--- config.mk ---
export PLATFORM = sky130hd
export DESIGN_NAME = md5_padder
export DESIGN_NICKNAME = d
export VERILOG_FILES = /design/src/rtl/md5_padder.sv
export SDC_FILE = /design/constraint.sdc
export NUM_CORES = 1
export LEC_CHECK = 0
export BUFFER_PORTS_ARGS = -buffer_cell sky130_fd_sc_hd__buf_2
export CORE_MARGIN = 3
export CORE_UTILIZATION = 40
export CTS_BUF_LIST = sky130_fd_sc_hd__clkbuf_16
export DETAILED_ROUTE_END_ITERATION = 10
export PLACE_DENSITY = 0.68
export SLEW_MARGIN = 25
export SYNTH_ARGS = -nofsm -noshare
export SYNTH_HDL_FRONTEND = slang
export SYNTH_SLANG_ARGS = --single-unit
export TNS_END_PERCENT = 50
--- constraint.sdc ---
create_clock -name clk -period 7.8 [get_ports clk]
set_input_delay 0.39 -clock clk [delete_from_list [all_inputs] [get_ports clk]]
set_output_delay 0.39 -clock clk [all_outputs]
set_load 0.01 [all_outputs]
--- src/rtl/md5_padder.sv ---
// ============================================================================
//  Module      : md5_padder
//  Description : MD5 message padder and block builder. Packs a byte stream
//                into 512-bit blocks and applies MD5 padding: the 0x80 marker,
//                zero fill and the 64-bit little-endian bit length.
//                Optional feature macro: MD5_PADDER_FIRST_EN adds a blk_first
//                output that flags the first block of each message.
//  Revision    : 1.0 - initial release
// ============================================================================
`default_nettype none

module md5_padder #(
    parameter int LEN_W = 64
) (
    input  logic         clk,
    input  logic         rst_n,
    input  logic         in_valid,
    output logic         in_ready,
    input  logic [7:0]   in_data,
    input  logic         in_last,
    input  logic         in_empty,
    output logic         blk_valid,
    input  logic         blk_ready,
    output logic [511:0] blk_data,
    output logic         blk_last
`ifdef MD5_PADDER_FIRST_EN
    ,
    output logic         blk_first
`endif
);

    typedef enum logic [2:0] {
        S_FILL = 3'd0,
        S_PAD  = 3'd1,
        S_FIN  = 3'd2,
        S_OUT  = 3'd3,
        S_OUT2 = 3'd4
    } state_t;

    state_t             r_state;
    state_t             w_next;
    logic               r_alive;    // low only while in reset; gates in_ready
    logic [511:0]       r_data;
    logic [5:0]         r_idx;
    logic [LEN_W-1:0]   r_bitlen;
    logic               r_valid;
    logic               r_last;
    logic               r_full;     // byte 63 was written by the data stream
    logic               r_pend;     // marker still owed after a full data block
    logic               r_out2;     // length-only block follows the current one

    logic               w_accept;
    logic               w_write;
    logic               w_next_out;
    logic [63:0]        w_len64;

    assign w_accept   = in_valid & in_ready;
    assign w_write    = w_accept & ~in_empty;
    assign w_next_out = (w_next == S_OUT) || (w_next == S_OUT2);
    assign w_len64    = 64'(r_bitlen);

    assign in_ready   = r_alive & (r_state == S_FILL);
    assign blk_valid  = r_valid;
    assign blk_data   = r_data;
    assign blk_last   = r_last;

    // State register
    always_ff @(posedge clk or negedge rst_n) begin
        if (!rst_n) begin
            r_state <= S_FILL;
        end else begin
            r_state <= w_next;
        end
    end

    // Next-state logic
    always_comb begin
        w_next = r_state;
        case (r_state)
            S_FILL: begin
                if (w_accept && in_last) begin
                    w_next = S_PAD;
                end else if (w_write && (r_idx == 6'd63)) begin
                    w_next = S_OUT;
                end
            end
            S_PAD:  w_next = r_full ? S_OUT : S_FIN;
            S_FIN:  w_next = S_OUT;
            S_OUT: begin
                if (blk_ready) begin
                    if (r_last) begin
                        w_next = S_FILL;
                    end else if (r_pend) begin
                        w_next = S_PAD;
                    end else if (r_out2) begin
                        w_next = S_OUT2;
                    end else begin
                        w_next = S_FILL;
                    end
                end
            end
            S_OUT2: begin
                if (blk_ready) begin
                    w_next = S_FILL;
                end
            end
            default: w_next = S_FILL;
        endcase
    end

    // Block buffer, byte index, bit counter and block flags
    always_ff @(posedge clk or negedge rst_n) begin
        if (!rst_n) begin
            r_alive  <= 1'b0;
            r_data   <= '0;
            r_idx    <= '0;
            r_bitlen <= '0;
            r_valid  <= 1'b0;
            r_last   <= 1'b0;
            r_full   <= 1'b0;
            r_pend   <= 1'b0;
            r_out2   <= 1'b0;
        end else begin
            r_alive <= 1'b1;
            r_valid <= w_next_out;
            case (r_state)
                S_FILL: begin
                    if (w_write) begin
                        r_data[8*r_idx +: 8] <= in_data;
                        r_idx                <= r_idx + 6'd1;
                        r_bitlen             <= r_bitlen + LEN_W'(8);
                        if (r_idx == 6'd63) begin
                            r_full <= 1'b1;
                        end
                    end
                end
                S_PAD: begin
                    // A full data block leaves no room: ship it and place
                    // the marker at byte 0 of the next block.
                    r_last <= 1'b0;
                    if (r_full) begin
                        r_pend <= 1'b1;
                    end else begin
                        r_data[8*r_idx +: 8] <= 8'h80;
                    end
                end
                S_FIN: begin
                    for (int i = 0; i < 64; i++) begin
                        if (i > int'(r_idx)) begin
                            r_data[8*i +: 8] <= 8'h00;
                        end
                    end
                    if (r_idx <= 6'd55) begin
                        r_data[511:448] <= w_len64;
                        r_last          <= 1'b1;
                    end else begin
                        r_last <= 1'b0;
                        r_out2 <= 1'b1;
                    end
                end
                S_OUT: begin
                    if (blk_ready) begin
                        r_data <= '0;
                        r_idx  <= '0;
                        r_full <= 1'b0;
                        r_pend <= 1'b0;
                        if (r_last) begin
                            r_bitlen <= '0;
                            r_last   <= 1'b0;
                        end else if (!r_pend && r_out2) begin
                            r_data[511:448] <= w_len64;
                            r_last          <= 1'b1;
                            r_out2          <= 1'b0;
                        end
                    end
                end
                S_OUT2: begin
                    if (blk_ready) begin
                        r_data   <= '0;
                        r_idx    <= '0;
                        r_bitlen <= '0;
                        r_last   <= 1'b0;
                        r_out2   <= 1'b0;
                    end
                end
                default: ;
            endcase
        end
    end

`ifdef MD5_PADDER_FIRST_EN
    logic r_first;
    logic r_msg_first;      // next block produced starts a new message
    logic w_msg_first_nxt;

    assign w_msg_first_nxt = (r_valid & blk_ready) ? r_last : r_msg_first;
    assign blk_first       = r_first;

    // First-block flag, loaded alongside the block it describes
    always_ff @(posedge clk or negedge rst_n) begin
        if (!rst_n) begin
            r_first     <= 1'b0;
            r_msg_first <= 1'b1;
        end else begin
            r_msg_first <= w_msg_first_nxt;
            r_first     <= w_msg_first_nxt & w_next_out;
        end
    end
`endif

endmodule

`default_nettype wire

### Word level (Yosys, flattened, before mapping)

Cells that the tools add are included.

| storage, ports and cells | value |
|---|---|
| register bits | 591 |
| input bits | 14 |
| output and inout bits | 515 |
| word-level logic and storage cells | 420 |

| cells by class | value |
|---|---|
| add/sub/neg operators | 3 |
| magnitude comparators | 64 |
| equality and inequality tests | 81 |
| shifts and indexed selects | 3 |
| multiplexer cells | 107 |
| bitwise gates (word level) | 4 |
| reduce and logical (&&, ||, !) cells | 85 |

Operator list:

| operator | number |
|---|---|
| 504-bit one-hot mux with 5 select lines | 1 |
| 512-bit two-way mux | 4 |
| 512-bit bitwise mux | 2 |
| 8-bit by 34-bit variable shift with 512-bit output, first input constant | 1 |
| 8-bit by 34-bit indexed part select with 512-bit output | 1 |
| 8-bit by 34-bit indexed part select with 512-bit output, first input constant | 1 |
| 8-bit two-way mux | 63 |
| 64-bit two-way mux | 7 |
| 6-bit AND reduction | 64 |
| 6-bit > comparator, first input constant | 32 |
| 64-bit one-hot mux with 3 select lines | 1 |
| 2-bit != test, second input constant | 64 |
| 5-bit by 6-bit > comparator with 1-bit output, first input constant | 16 |
| 64-bit by 4-bit adder with 64-bit output, second input constant | 1 |
| 4-bit by 6-bit > comparator with 1-bit output, first input constant | 8 |
| 9-bit negation with 34-bit output | 1 |
| 8-bit one-hot mux with 4 select lines | 1 |
| 3-bit by 6-bit > comparator with 1-bit output, first input constant | 4 |
| 3-bit != test, second input constant | 8 |
| 3-bit two-way mux | 7 |
| 3-bit one-hot mux with 5 select lines | 1 |
| 1-bit two-way mux | 13 |
| 2-bit by 6-bit > comparator with 1-bit output, first input constant | 2 |
| 6-bit two-way mux | 2 |
| other kinds (26) | 42 |

### Logic depth before layout (Yosys ltp)

Gate-level depths: netlist of run 1.

| logic depth | value |
|---|---|
| word-level depth | 10 |
| depth in mapped cells | 12 |
| gate-level depth less buffers | 8 |

### Least setup slack after synthesis of run 1

No wires, ideal clock.

| timing | value |
|---|---|
| path kind | reg-to-reg |
| start | register r_idx[3] |
| end | register r_data[453], in the netlist blk_data[453] |
| library setup time | 0.126 ns |
| arrival time | 3.360 ns |
| data required time | 7.674 ns |
| setup slack | 4.314 ns |
| cell stages (with the launch flop) | 13 |
| path buffers | 4 |
| period minus slack after synthesis | 3.486 ns |
| cell sequence | dfrtp_1 buf_2 clkbuf_1 clkbuf_1 nor4_1 and2_1 ha_1 nor3b_1 mux2_2 clkbuf_1 nand3_1 a21o_1 a221o_1 |

| on the way | value |
|---|---|
| cells in the longest elaborated chain, start to end | 5 |
| elaborated cells between the ends (all ways) | 14 |
| classes of those cells | add/sub (1); order compare (2); eq/ne (1); shift (3); mux (6); reduce/logical (1) |

Ends and longest elaborated chain:

| item | line | source |
|---|---|---|
| from (decl) | 44 | `logic [5:0] r_idx;` |
| from (signal assigned) | 130 | `r_idx <= r_idx + 6'd1;` |
| 9-bit negation with 34-bit output | 129, 144 |  |
| 8-bit by 34-bit indexed part select with 512-bit output (tied with other cells) | 144 | `r_data[8*r_idx +: 8] <= 8'h80;` |
| 512-bit bitwise mux (on tied branches) | 144, 129 |  |
| 512-bit two-way mux (on tied branches) | 141, 128 |  |
| 504-bit one-hot mux with 5 select lines | 126 | `case (r_state)` |
| to (signal, indexed assignment) | 129 | `r_data[8*r_idx +: 8] <= in_data;` |
| to (signal assigned) | 154 | `r_data[511:448] <= w_len64;` |
| to (signal assigned) | 171 | `r_data[511:448] <= w_len64;` |
| to (decl) | 43 | `logic [511:0] r_data;` |

Several ways; a longest one is shown, not always the timed one. The select of a mux whose other input is x is not followed.
A chain may end at the register's enable or synchronous reset.

### Worst setup path after layout of run 1

| timing | value |
|---|---|
| start | register r_idx[0] |
| end | register r_data[118], in the netlist blk_data[118] |

Same word-level chain as after synthesis.

==> results by group, run 1 <==
Clock tree
  – Clock tree root buffer cell: clkbuf_16
  – Total CTS buffers: 67
  – CTS tree: built
  – # clock sinks: 588
  – CTS H-tree lvls: 3
  – Clock Tree Buf Depth: 3
  – Clk_lat worst skew: 0.62 ns
  – Worst-path clk slew: 0.06 ns

Pwr
  – Combinational power share: 0.264
  – Static Leakage: 15.3 nW
  – Int Power: 5.28 mW
  – Clock share of power: 0.360
  – Psw: 3.23 mW
  – Final Power: 8.52 mW
  – Sequential share of power: 0.376
  – Sw Ratio: 0.380
  – Max VDD drop: 0.178 mV
  – PwrDens: 265 nW/um^2

Synth
  – Area leader, netlist: dfrtp_1
  – Cell count after synthesis: 2377
  – Most common flop cell mapped by yosys: dfrtp_1
  – Synth area leaders: dfrtp_1 56%, o2bb2ai_1 8.5%, a22o_1 4.2%
  – Seq/Total Area, Yosys: 0.556
  – Mapped Nets: 2398
  – Post-Syn Area: 26500 sq um
  – Synth Register Bits: 588
  – FFs w/ async S/R, synth: 1.00
  – Yosys top cell area share: 0.556
  – Mapped Avg Cell Area: 11.1 sq um
  – Yosys Warn Count: 0
  – Count of flip-flops with a built-in enable after synthesis: 0
  – Unique masters post-synth: 85

Global routing
  – Largest net degree at the start of global routing: 173
  – First-pass GRT wire length: 163000 microns
  – Vias in the first global route: 24.0k
  – Overflow after GRT: 0
  – Total global-route track usage: 0.307
  – Antenna violations before repair: 5

Setup path
  – Worst R2R Start: r_idx[0]
  – Nature of the critical path endpoint: flip-flop
  – R2R cell count: 7
  – Setup crit start kind: flip-flop
  – Setup CP Type: flip-flop to flip-flop
  – WP data arrival: 4.94 ns
  – Crit. Startpoint: r_idx[0]
  – Required time of the critical path: 8.35 ns
  – R2r setup slk: 3.41 ns
  – Max FO, Critical Path: 25
  – Worst reg2reg endpoint: blk_data[118]
  – CP endpoint: blk_data[118]

Drt
  – Initial DRC Count: 2798
  – Drt total wl: 111000 microns
  – 1st-pass router iterations: 6
  – DR vias/cell: 6.56
  – DR WL/cell: 29.3 microns
  – Via count: 24.8k
  – DRT antenna net count: 0
  – DRC Markers: 0

Cells and area
  – Fin nets: 2886
  – Fraction of layout cells with a size suffix above 1: 0.243
  – Fill cell total of the finished layout: 5895
  – P&R area growth vs syn: 21.4%
  – Reg area: 14700 sq um
  – Layout Cells excl Fill: 3771
  – Multi-input gate area: 11000 sq um

STA
  – Final hold vios: 0
  – Min Tclk post-route: 4.39 ns
  – RSZ-0062 raised after global routing: false
  – Worst rel slew slack: 0.235
  – Final TNS setup: 0 ns
  – Least-Margin Pin Slew: 1.15 ns
  – Final Max Slew Viols: 0
  – FMAX: 228 MHz
  – Skew final: 0.0283 ns
  – Final setup fails: 0
  – Period utilisation layout: 0.563

Floorplan
  – # IOs: 529
  – Die area: 69200 sq um
  – Initial Util: 0.407
  – Die width: 263 microns
  – Die boundary height: 263 microns
  – Area of the core: 64900 sq um
  – Site row count: 93

Outcome
  – Outcome: finished clean

Placement
  – Hpwl dp: 79400 microns
  – Placed Instances: 3650
  – Port bufs: 528
  – GPL Wtd Cong: 0.970

Flow run
  – Max-cap viol count: 0

Hold path
  – Min-delay worst type: input port to flip-flop
-- power groups by stage --
| stage | sequential [mW] | combinational [mW] | clock [mW] |
|---|---|---|---|
| global route | 3.20 | 2.35 | 3.24 |
| floorplan | 3.21 | 1.32 | 0 |
| global placement | 3.25 | 2.11 | 0 |
| CTS | 3.19 | 2.17 | 3.10 |
| detailed placement | 3.25 | 2.16 | 0 |
| finish | 3.20 | 2.25 | 3.07 |
-- kinds of logic (layout without fill, tap and decap cells) --
logic type | after synthesis | after routing | share of synthesized area
XOR/XNOR | 11 | 11 | 0.00393
AND/OR/NAND/NOR | 668 | 668 | 0.134
buffers and inverters | 196 | 731 | 0.0293
multiplexers | 62 | 62 | 0.0236
AO/OA/AOI/OAI | 844 | 844 | 0.249
other | 1 | 5 | 0.000142
adder cells (fa/ha/maj) | 7 | 7 | 0.00331
flip-flops | 588 | 588 | 0.556
-- cell type report --
class                   count  share of cell area
repair buffers            572              0.0938
flip-flops and latches    588               0.458
well taps                 855              0.0333
inverters                  43             0.00503
multi-input cells        1593               0.344
diodes                      4            0.000312
clock buffers              68              0.0530
clock inverters            48              0.0127
-- worst min-delay path by stage --
stage	from	endpoint	slack (ns)	cells past startpoint
3_3_place_gp	blk_data[207]	blk_data[207]	0.46	1
4_1_cts	blk_ready	r_idx[5]	0.16	2
5_1_grt	blk_ready	r_idx[5]	0.19	2
3_5_place_dp	blk_data[190]	blk_data[190]	0.47	1
2_1_floorplan	rst_n	blk_data[0]	0.09	0
6_report	blk_ready	r_idx[5]	0.18	2
-- placed cells by master (no fill, tap or decap), types with 59 or more instances in the layout --
cell | synthesis | final
mux2i_1 | 59 | 59
nand2_1 | 213 | 213
a21oi_1 | 82 | 81
dfrtp_1 | 588 | 588
clkbuf_16 | 0 | 68
nand3_1 | 83 | 82
a22o_1 | 128 | 128
buf_2 | 23 | 527
o2bb2ai_1 | 256 | 256
o21ai_0 | 111 | 111
nor2_1 | 68 | 66
-- through the flow --
stage               worst slack [ns]  instance area, sq um   util  hold WS (ns)
floorplan                       4.31                 26500      -        0.0944
global placement                3.78                 30000  0.461         0.463
detailed placement              3.63                 30000  0.461         0.468
CTS                             3.57                 32100  0.494         0.155
global route                    3.19                 32100  0.494         0.194
finish                          3.41                 32100  0.494         0.184
-- per-layer routing --
layer,GRT usage,up-vias,part of all wire
met1,0.401,12600,0.39
met3,0.0968,346,0.11
met4,0.143,2,0.054
met2,0.467,1570,0.44
li1,-,10300,-
met5,0,-,0.00011
-- flip-flops by register name (all words and copies together) (netlist names) --
register and count:
blk_data 512, r_pend 1, r_bitlen 61, r_state 3, r_out2 1, blk_last 1
blk_valid 1, r_full 1, r_alive 1, r_idx 6
-- synth_stat cells, types with 43 or more instances --
cell,count
a21oi_1,82
a22o_1,128
a32o_1,52
clkbuf_1,114
dfrtp_1,588
mux2i_1,59
nand2_1,213
nand3_1,83
nand4_1,47
nor2_1,68
nor3_1,43
o21ai_0,111
o2bb2ai_1,256
-- critical path: stages (launching register included) --
cell and delay (ns):
dfrtp_1 0.94, inv_1 0.27, ha_1 0.44, xnor2_1 0.40, nor3b_1 1.00, nand2_1 0.23
nor4_2 0.76, a32o_1 0.28
-- timing repair --
item	CTS	global route
gates resized for setup	0	0
setup buffers	0	0
hold endpoints to repair	114	0
hold buffers	1	0
No activity file was read; power rests on OpenSTA's default activity.
==> inputs of run 2 (changes only) <==
- ABC_AREA: not set -> 1
- PLACE_DENSITY: 0.68 -> 0.7
- clock period: 7.8 -> 3.7 ns (I/O delays scaled with it)
==> run 2 against run 1 <==
Routed wire length rose by 16%. Power rose to 2.9 times the previous value. Sequential power rose by 130%. Area after synthesis rose by 13%.
==> results by group, run 2 <==
Outcome
  – Outcome: finished clean

Synth
  – Synth Area in Compound Gates: 0.0699
  – Post-Synth Adder-Cell Area: 0.00292
  – Yosys top cell area share: 0.491
  – Area leader, netlist: dfrtp_1
  – Most common flop cell mapped by yosys: dfrtp_1
  – Mapped Nets: 4091
  – XOR/XNOR Fraction of Synth Area: 0.00759
  – Count leader, synth: nand2_1
  – Yosys Warn Count: 0
  – Top cells by count, synth: 1578 x nand2_1, 588 x dfrtp_1, 465 x nand3_1, 458 x nor2_1, 219 x inv_1
  – Simple-Gate Fraction of Synth Area: 0.381
  – Synth area leaders: dfrtp_1 49%, nand2_1 20%, nand3_1 7.8%
  – Main combinational cell family by area after synthesis: simple AND/OR/NAND/NOR gates
  – Unique masters post-synth: 55
  – Count of flip-flops with a built-in enable after synthesis: 0
  – Post-Syn Area: 30000 sq um
  – Cell count after synthesis: 4070
  – Seq/Total Area, Yosys: 0.491
  – Mapped Avg Cell Area: 7.37 sq um
  – Synth Register Bits: 588
  – FFs w/ async S/R, synth: 1.00
  – Post-synthesis mux area share: 0

Floorplan
  – # IOs: 529
  – Area of the core: 73600 sq um
  – Site row count: 99
  – Initial Util: 0.408
  – Die width: 280 microns
  – Die boundary height: 280 microns
  – Die area: 78300 sq um

Setup path
  – Slowest Stage Delay on Critical Path: 0.55 ns
  – Required time of the critical path: 4.28 ns
  – Setup CP Type: flip-flop to flip-flop
  – Setup crit start kind: flip-flop
  – CP cell instances: nand3_1 -> nand2_2 -> nor2_2 -> clkinv_1 -> nor2_1 -> nand2_1 -> inv_1 -> nand2_1 -> nand3_1 -> nand2_1 -> nand2_1
  – Top cell by count, worst path: nand2_1
  – Slowest CP cell: nor2_1
  – Max FO, Critical Path: 9
  – WP data arrival: 3.91 ns
  – Nature of the critical path endpoint: flip-flop

Clock tree
  – Setup bufs post-CTS: 0
  – Post-cts sizing count: 0
  – Clock tree root buffer cell: clkbuf_16
  – CTS H-tree lvls: 3
  – Worst-path clk slew: 0.06 ns
  – Total CTS buffers: 69
  – CTS tree: built
  – # clock sinks: 588
  – Clk_lat worst skew: 0.64 ns
  – Hold buffers post-CTS: 5
  – Clock Tree Buf Depth: 3

Placement
  – Port bufs: 528
  – GPL Wtd Cong: 1.10
  – Placed Instances: 5522
  – Hpwl dp: 99100 microns

Cells and area
  – Most frequent cells in the layout: 1576 x nand2_1, 588 x dfrtp_1, 527 x buf_2
  – Fill cell total of the finished layout: 7393
  – Commonest non-fill, non-tap cell in the layout: nand2_1
  – Reg area: 14700 sq um
  – P&R area growth vs syn: 20.9%
  – Fraction of layout cells with a size suffix above 1: 0.175
  – Fin nets: 4660
  – Layout Cells excl Fill: 5647
  – Multi-input gate area: 13900 sq um
  – Ant diodes: 0
  – Max reg flops: 512

Drt
  – DRT antenna net count: 0
  – 1st-pass router iterations: 8
  – DR WL/cell: 22.8 microns
  – Via count: 31.2k
  – DRC Markers: 0
  – Initial DRC Count: 3489
  – DR vias/cell: 5.53
  – Drt total wl: 129000 microns

STA
  – Skew final: 0.0348 ns
  – RSZ-0062 raised after global routing: false
  – Worst rel slew slack: 0.379
  – Final hold vios: 0
  – Final setup fails: 0
  – Period utilisation layout: 0.900
  – Final TNS setup: 0 ns
  – Final Max Slew Viols: 0
  – Min Tclk post-route: 3.33 ns
  – Least-Margin Pin Slew: 0.932 ns
  – FMAX: 300 MHz

Global routing
  – Total global-route track usage: 0.320
  – First-pass GRT wire length: 189000 microns
  – Antenna violations before repair: 3
  – Vias in the first global route: 29.1k
  – Largest net degree at the start of global routing: 104
  – Overflow after GRT: 0

Pwr
  – Static Leakage: 19.3 nW
  – Final Power: 25.0 mW
  – PwrDens: 688 nW/um^2
  – Max VDD drop: 0.380 mV

Hold path
  – Min-delay worst type: input port to flip-flop

Flow run
  – Max-cap viol count: 0
## run 2: critical path: cells and delay by family, from the launching register on
kind / cells / cell delay (ns)
flip-flops: 1 / 0.45
buffers and inverters: 2 / 0.89
AND/OR/NAND/NOR: 9 / 1.95
## run 2: final timing paths
path | from | end | slack (ns) | cells after the start
worst min register to register | blk_data[383] | blk_data[383] | 0.46 | 2
min in group asynchronous | rst_n | blk_data[31] | 0.19 | 2
worst min-delay path | in_data[2] | blk_data[242] | 0.08 | 3
max in group asynchronous | rst_n | blk_data[249] | 2.43 | 3
worst max-delay path | r_state[1] | blk_data[469] | 0.37 | 11
worst max register to register | r_state[1] | blk_data[469] | 0.37 | 11
## run 2: where the power goes
| part | switching, mW | internal (mW) |
|---|---|---|
| clock network | 2.91 | 3.87 |
| logic | 8.84 | 2.03 |
| registers | 0.483 | 6.83 |
## run 2: logic make-up (layout without fill, tap and decap cells)
family,count (synthesis),in the layout
compound gates,363,363
xor+xnor,26,26
fa+ha+maj,7,7
buf+inv,360,978
flops,588,588
other cells,1,1
simple gates,2725,2725
## run 2: final cells by class
type	instances	share of cell area
Sequential cell	588	0.406
Multi-Input combinational cell	3122	0.382
Timing Repair Buffer	613	0.0925
Clock buffer	71	0.0490
Tap cell	959	0.0331
Inverter	245	0.0254
Clock inverter	49	0.0121
## run 2: metrics by stage
| stage | hold WS (ns) | worst slack, ns | area (sq um) | util |
|---|---|---|---|---|
| after CTS | 0.0203 | 0.480 | 36300 | 0.493 |
| after global routing | 0.0945 | 0.135 | 36300 | 0.493 |
| after global placement | 0.307 | 0.529 | 34000 | 0.462 |
| after detailed placement | 0.307 | 0.500 | 34000 | 0.462 |
| final | 0.0763 | 0.370 | 36300 | 0.493 |
| after floorplan | -0.111 | 0.911 | 30000 | - |
## run 2: per-layer routing
metal | global-route usage | wire, microns | up-vias
met4 | 0.182 | 8200 | 4
met5 | 0 | 21 | -
met3 | 0.0838 | 12400 | 347
li1 | - | - | 14300
met1 | 0.407 | 50500 | 14900
met2 | 0.497 | 57700 | 1605
